$ cat config.mk
export PLATFORM = sky130hd
export DESIGN_NAME = nv_nvdla_cdma_rd_arb
export DESIGN_NICKNAME = d
export VERILOG_FILES = /design/src/rtl/nv_nvdla_cdma_rd_arb.sv
export SDC_FILE = /design/constraint.sdc
export NUM_CORES = 1
export LEC_CHECK = 0
export BUFFER_PORTS_ARGS = -buffer_cell sky130_fd_sc_hd__buf_2
export CORE_AREA = 2 2 710 712
export CTS_CLUSTER_DIAMETER = 50
export DETAILED_ROUTE_END_ITERATION = 8
export DIE_AREA = 0 0 712 714
export GPL_TIMING_DRIVEN = 0
export PLACE_DENSITY_LB_ADDON = 0.3
export SLEW_MARGIN = 0
export SYNTH_ARGS = -nofsm -noshare
export SYNTH_HDL_FRONTEND = slang
export SYNTH_SLANG_ARGS = --single-unit
$ cat constraint.sdc
create_clock -name nvdla_core_clk -period 9.21 [get_ports nvdla_core_clk]
set_clock_uncertainty 0.05 [all_clocks]
set_input_delay 1.3815 -clock nvdla_core_clk [delete_from_list [all_inputs] [get_ports nvdla_core_clk]]
set_output_delay 1.3815 -clock nvdla_core_clk [all_outputs]
set_load 0.03 [all_outputs]
$ cat src/rtl/nv_nvdla_cdma_rd_arb.sv
// Two-client read-request arbiter for the CDMA MC read port with credit/tag-based response routing.
// Optional stall counter is built only when NVDLA_CDMA_RD_ARB_STALL_CNT_EN is defined.
module nv_nvdla_cdma_rd_arb #(
    parameter int TAG_DEPTH = 8
) (
    input  logic         nvdla_core_clk,
    input  logic         nvdla_core_rst,
    input  logic         clt0_req_valid,
    input  logic [78:0]  clt0_req_pd,
    output logic         clt0_req_ready,
    input  logic         clt1_req_valid,
    input  logic [78:0]  clt1_req_pd,
    output logic         clt1_req_ready,
    output logic         mc_req_valid,
    output logic [78:0]  mc_req_pd,
    input  logic         mc_req_ready,
    input  logic         mc_rsp_valid,
    input  logic [513:0] mc_rsp_pd,
    output logic         mc_rsp_ready,
    output logic         clt0_rsp_valid,
    output logic [513:0] clt0_rsp_pd,
    input  logic         clt0_rsp_ready,
    output logic         clt1_rsp_valid,
    output logic [513:0] clt1_rsp_pd,
    input  logic         clt1_rsp_ready,
    input  logic [15:0]  cfg_max_atoms,
    output logic         arb_idle,
    output logic [31:0]  stall_cnt
);

    localparam int AW = (TAG_DEPTH > 1) ? $clog2(TAG_DEPTH) : 1;
    localparam logic [AW:0] TAG_FULL = (AW+1)'(TAG_DEPTH);
    localparam logic [AW:0] TAG_ONE  = (AW+1)'(1);

    // Every interface transfers on a cycle where valid and ready are both high;
    // valid never waits on ready, and a held mc request keeps pd stable until taken.
    logic [15:0]   outs_cnt;
    logic [15:0]   outs_nxt;
    logic [AW-1:0] wr_ptr;
    logic [AW-1:0] rd_ptr;
    logic [AW:0]   tag_cnt;
    logic [AW:0]   tag_cnt_nxt;
    logic [15:0]   beat_cnt;
    logic          last_gnt;
    logic [16:0]   tag_mem [TAG_DEPTH];

    logic          slot_free;
    logic          tag_space;
    logic [15:0]   need0;
    logic [15:0]   need1;
    logic [16:0]   sum0;
    logic [16:0]   sum1;
    logic          elig0;
    logic          elig1;
    logic          gnt0;
    logic          gnt1;
    logic          gnt_any;
    logic [78:0]   gnt_pd;
    logic [15:0]   gnt_atoms;
    logic          fifo_ne;
    logic          head_clt;
    logic [15:0]   head_atoms;
    logic          beat;
    logic          head_done;
    logic          pop;

    assign slot_free = !mc_req_valid || mc_req_ready;
    assign tag_space = tag_cnt < TAG_FULL;

    // Credit check is done in 17 bits so a large size can never wrap past the limit.
    assign need0 = {1'b0, clt0_req_pd[78:64]} + 16'd1;
    assign need1 = {1'b0, clt1_req_pd[78:64]} + 16'd1;
    assign sum0  = {1'b0, outs_cnt} + {1'b0, need0};
    assign sum1  = {1'b0, outs_cnt} + {1'b0, need1};
    assign elig0 = clt0_req_valid && (sum0 <= {1'b0, cfg_max_atoms}) && tag_space;
    assign elig1 = clt1_req_valid && (sum1 <= {1'b0, cfg_max_atoms}) && tag_space;

    // last_gnt=1 means client1 was granted last, so client0 wins the next tie.
    assign gnt0    = !nvdla_core_rst && slot_free && elig0 && (!elig1 || last_gnt);
    assign gnt1    = !nvdla_core_rst && slot_free && elig1 && (!elig0 || !last_gnt);
    assign gnt_any = gnt0 || gnt1;
    assign gnt_pd    = gnt1 ? clt1_req_pd : clt0_req_pd;
    assign gnt_atoms = gnt1 ? need1 : need0;

    assign clt0_req_ready = gnt0;
    assign clt1_req_ready = gnt1;

    assign fifo_ne    = tag_cnt != '0;
    assign head_clt   = tag_mem[rd_ptr][16];
    assign head_atoms = tag_mem[rd_ptr][15:0];

    assign mc_rsp_ready   = !nvdla_core_rst && fifo_ne && (head_clt ? clt1_rsp_ready : clt0_rsp_ready);
    assign clt0_rsp_valid = !nvdla_core_rst && mc_rsp_valid && fifo_ne && !head_clt;
    assign clt1_rsp_valid = !nvdla_core_rst && mc_rsp_valid && fifo_ne && head_clt;
    assign clt0_rsp_pd    = mc_rsp_pd;
    assign clt1_rsp_pd    = mc_rsp_pd;

    assign beat      = mc_rsp_valid && mc_rsp_ready;
    assign head_done = (beat_cnt + 16'd1) == head_atoms;
    assign pop       = beat && head_done;

    always_comb begin
        outs_nxt = outs_cnt;
        if (gnt_any) outs_nxt = outs_nxt + gnt_atoms;
        if (beat)    outs_nxt = outs_nxt - 16'd1;
    end

    always_comb begin
        tag_cnt_nxt = tag_cnt;
        if (gnt_any && !pop)      tag_cnt_nxt = tag_cnt + TAG_ONE;
        else if (!gnt_any && pop) tag_cnt_nxt = tag_cnt - TAG_ONE;
    end

    always_ff @(posedge nvdla_core_clk) begin
        if (nvdla_core_rst) begin
            mc_req_valid <= 1'b0;
            mc_req_pd    <= '0;
            outs_cnt     <= '0;
            wr_ptr       <= '0;
            rd_ptr       <= '0;
            tag_cnt      <= '0;
            beat_cnt     <= '0;
            last_gnt     <= 1'b1;
        end else begin
            if (slot_free) begin
                mc_req_valid <= gnt_any;
                if (gnt_any) mc_req_pd <= gnt_pd;
            end
            if (gnt_any) begin
                last_gnt <= gnt1;
                wr_ptr   <= wr_ptr + 1'b1;
            end
            if (beat) begin
                if (head_done) begin
                    beat_cnt <= '0;
                    rd_ptr   <= rd_ptr + 1'b1;
                end else begin
                    beat_cnt <= beat_cnt + 16'd1;
                end
            end
            outs_cnt <= outs_nxt;
            tag_cnt  <= tag_cnt_nxt;
        end
    end

    // Tag storage needs no reset: entries are only read while the count says they are valid.
    always_ff @(posedge nvdla_core_clk) begin
        if (gnt_any) tag_mem[wr_ptr] <= {gnt1, gnt_atoms};
    end

    assign arb_idle = !mc_req_valid && !fifo_ne && (outs_cnt == 16'd0);

`ifdef NVDLA_CDMA_RD_ARB_STALL_CNT_EN
    logic [31:0] stall_q;
    logic        stall_evt;

    assign stall_evt = slot_free && (clt0_req_valid || clt1_req_valid) && !elig0 && !elig1;

    always_ff @(posedge nvdla_core_clk) begin
        if (nvdla_core_rst) begin
            stall_q <= '0;
        end else if (stall_evt && (stall_q != 32'hFFFF_FFFF)) begin
            stall_q <= stall_q + 32'd1;
        end
    end

    assign stall_cnt = stall_q;
`else
    assign stall_cnt = 32'h0;
`endif

endmodule

==> impl_metrics.toml, run 1 <==
[placed_design]
io_buffers = 1294

[outcome]
tool.error = "[ERROR GPL-0305] RePlAce diverged during gradient descent calculation, resulting in an invalid step length (Inf or NaN). This is often caused by numerical instability ..."
stop_stage = "3_3_place_gp"
status = "stopped before the end"

[yosys]
ys_seq_area_frac = 0.288
yosys_warnings = 0
synth-edff-count = 136
syn_avg_cell_area_um2 = 9.35
ys_ff_latch = 262
syn_area_mm2 = 0.0229
synth_cell_types = 75
synthArstFlopShare = 0
synth_top_flop_cell = "edfxtp_1"
syn_inst = 2453

[die]
num_rows = 260
die_y_um = 714
die_x_um = 712
initial_core_util = 0.0459
ioPinCount = 1842
## cells in the mapped netlist, types with 12 or more instances
master / count / area [um^2]
a211oi_1: 90 / 676
a21oi_1: 62 / 310
and3_1: 21 / 131
buf_2: 30 / 150
buf_4: 1063 / 7980
clkbuf_1: 30 / 113
dfxtp_1: 126 / 2520
edfxtp_1: 136 / 4080
ha_1: 91 / 1140
inv_1: 46 / 173
mux2_2: 16 / 180
mux2i_1: 106 / 1060
mux4_2: 34 / 766
nand2_1: 54 / 203
nand3_1: 35 / 175
nand4_1: 12 / 75.1
nor2_1: 159 / 597
nor3_1: 29 / 145
nor4_1: 13 / 81.3
o21ai_0: 41 / 205
or3_1: 12 / 75.1
xnor2_1: 73 / 639
xor2_1: 42 / 368
## cell families after synthesis
family                     Yosys count  synth area share
and+or+nand+nor                    386            0.0814
xor gates and xnor gates           116            0.0449
muxes                              157            0.0881
adders and majority gates           95            0.0531
other                                1          0.000163
DFF                                262             0.288
buffers and inverters             1176             0.368
AOI/OAI and AO/OA                  260            0.0760
==> inputs of run 2 (changes only) <==
CORE_AREA = 2 2 716 718   (was 2 2 710 712)
CTS_CLUSTER_DIAMETER = default   (was 50)
DIE_AREA = 0 0 718 720   (was 0 0 712 714)
PLACE_DENSITY_LB_ADDON = 0.15   (was 0.3)
==> run 2 against run 1 <==
- the run now ends clean
- synthesized cell count unchanged
- area after synthesis unchanged
==> impl_metrics.toml, run 2 <==
[yosys]
yosys.area.top_type = "buf_4"
yosys-top-cells-area = "buf_4, edfxtp_1, dfxtp_1"
synthArstFlopShare = 0
syn_avg_cell_area_um2 = 9.35
synthAdderAreaFrac = 0.0531
synth-edff-count = 136
synth-xor-area-share = 0.0449
post-synth-top-area-fraction = 0.348
syn_area_mm2 = 0.0229
ys_top_cells_by_count = "buf_4, nor2_1, edfxtp_1"
syn_inst = 2453
yosys_warnings = 0
synth_cell_types = 75
yosysMostFrequentCell = "buf_4"
synthMuxAreaShare = 0.0881
synth_top_family_by_area = "buffers and inverters"
synth_compound_area_frac = 0.0760
ys_ff_latch = 262
ys_seq_area_frac = 0.288
synth_top_flop_cell = "edfxtp_1"
synthSimpleGateAreaFrac = 0.0814

[final_layout]
final_util = 0.0797
largest_registers = "tag_mem x136, mc_req_pd x79"
final_nets = 4653
final_cell_mix = "buf_2, buf_4, nor2_1"
largest-register = "tag_mem"
largest_reg_flops = 136
area_delta_synth_final_pct = 76.7
layout_commonest_cell = "buf_2"
final_area_mm2 = 0.0405
nFillCells = 59600
drive_above_1_share = 0.672

[worst_hold_path]
hold_path_class = "reg2reg"
hold_path.startpoint = "beat_cnt[1]$_SDFFE_PP0P_"
hold_end = "beat_cnt[1]$_SDFFE_PP0P_"
holdPathStages = 2

[die]
core_area_mm2 = 0.508
die_area_mm2 = 0.517
ioPinCount = 1842
num_rows = 262
die_y_um = 720
die_x_um = 718
initial_core_util = 0.0451

[timing]
setup_viol = 0
maxSlewHeadroom = 0.178
tightest_slew_ps = 1200
fmax_ghz = 0.112
finalCritPeriodShare = 0.968
slew_violations = 0
hold_viol = 0
post-route-min-period_ps = 8910

[placed_design]
io_buffers = 1294
place.gp.congestion = 0.951
dpl_cell_area_mm2 = 0.0383
dp_hpwl_um = 264000

[route]
wl_per_cell_um = 26.4
wirelength_um = 283000
drt_iter0_markers = 1210
drc_errors = 0
vias = 23400
dr.pass1.iters = 7
drt-vias-per-instance = 2.18
ant_nets = 0

[worst_setup_path]
regToRegStartpoint = "outs_cnt[1]$_SDFF_PP0_"
path_common_cell = "and3_1"
cp.arrival_ps = 9360
slowest_stage = "or3_4"
path_class = "in2reg"
critical-path-max-stage-delay_ps = 430
r2r_end = "outs_cnt[15]$_SDFF_PP0_"
end_kind = "flip-flop"
rrSetupSlack_ps = 1060
ff2ff_path_depth = 32
crit_required_ps = 9660
cp-start-kind = "input port"
crit_fanout = 10

[clock_network]
worstSkewPairLatency_ps = 670
clockBufferDepth = 3
cts.htree.levels = 2
cts_buffers = 41
cts.sinks = 262
cts_tree = "done"
hold_buffers = 0
clkSlewWorstSetupHoldPaths_ps = 60
clock-root-buffer = "clkbuf_16"

[run]
cap_viol_max_count = 0

[power]
clkPwrFrac = 0.202
ir_drop_uv = 147
power_uw = 8770
p_int_uw = 4270
seq_power_share = 0.195
p_leak_uw = 0.0170
switching_share = 0.513
power_density_mw_per_mm2 = 216
netSwitchingPower_uw = 4500
comb_power_share = 0.603

[outcome]
status = "completed"

[global_route]
antenna_found_initial = 241
track_usage = 0.105
first_global_vias = 22600
grt_max_degree = 19
grt.overflow.total = 0
grt_pass1_wl_um = 332000
run 2: what timing repair did:
item	in CTS	in global routing
gates resized for setup	38	39
hold endpoints to repair	0	0
setup buffers	4	11
pin swaps	4	9
setup endpoints to repair	17	8
run 2: critical path, delay by kind of cell:
| kind | cells | cell delay (ps) |
|---|---|---|
| and+or+nand+nor | 14 | 3120 |
| buffers and inverters | 5 | 990 |
| AOI/OAI and AO/OA | 8 | 1590 |
| xor gates and xnor gates | 4 | 780 |
| adders and majority gates | 4 | 1090 |
| muxes | 1 | 370 |
run 2: cell type report:
type                    instances  area (um^2)  area share
clock buffers                  55         1110      0.0273
multi-input cells            1046         8390       0.207
diodes                        105          263     0.00648
clock inverters                21          343     0.00846
well taps                    6732         8420       0.208
flip-flops and latches        262         6610       0.163
inverters                      47          176     0.00435
plain buffers                1129         8350       0.206
repair buffers               1335         6870       0.169
run 2: power groups by stage:
stage / Clock (uW) / Sequential, uW / Combinational, uW
2_1_floorplan: 0 / 1940 / 2700
3_3_place_gp: 0 / 1740 / 5200
3_5_place_dp: 0 / 1740 / 5230
4_1_cts: 1860 / 1710 / 5350
5_1_grt: 1880 / 1740 / 5710
6_report: 1770 / 1710 / 5290
run 2: cells by family after synthesis:
logic type | Yosys count
and+or+nand+nor | 386
adders and majority gates | 95
muxes | 157
xor gates and xnor gates | 116
buffers and inverters | 1176
AOI/OAI and AO/OA | 260
DFF | 262
other | 1
run 2: worst max-delay path by stage:
stage,start,end,slack (ps),depth (start not counted)
5_1_grt,clt0_req_pd[65],outs_cnt[15]$_SDFF_PP0_,-20,34
3_5_place_dp,clt0_req_pd[65],outs_cnt[15]$_SDFF_PP0_,-3090,34
4_1_cts,clt0_req_pd[66],outs_cnt[14]$_SDFF_PP0_,7,35
3_3_place_gp,clt0_req_pd[65],tag_mem[1][4]$_DFFE_PP_,-3860,22
6_report,clt0_req_pd[65],outs_cnt[15]$_SDFF_PP0_,300,36
2_1_floorplan,clt0_req_pd[64],outs_cnt[14]$_SDFF_PP0_,580,34
run 2: per-stage QoR:
stage               setup slack [ps]  hold WS [ps]  std cells  TNS (ps)
floorplan                        580           394       2484         0
global placement               -3860           427      10500   -418420
detailed placement             -3090           425      10500    -52840
CTS                             7.19           434      10600         0
global route                   -17.3           475      10700     -24.7
finish                           295           430      10700         0
run 2: layer usage:
layer	GRT usage	share of wire	vias up
met2	0.163	0.43	1441
li1	-	-	10300
met4	0.0331	0.040	218
met3	0.0784	0.16	539
met1	0.109	0.36	10900
met5	0	0.0052	-
Note: power is estimated with default switching activity, not from simulation.
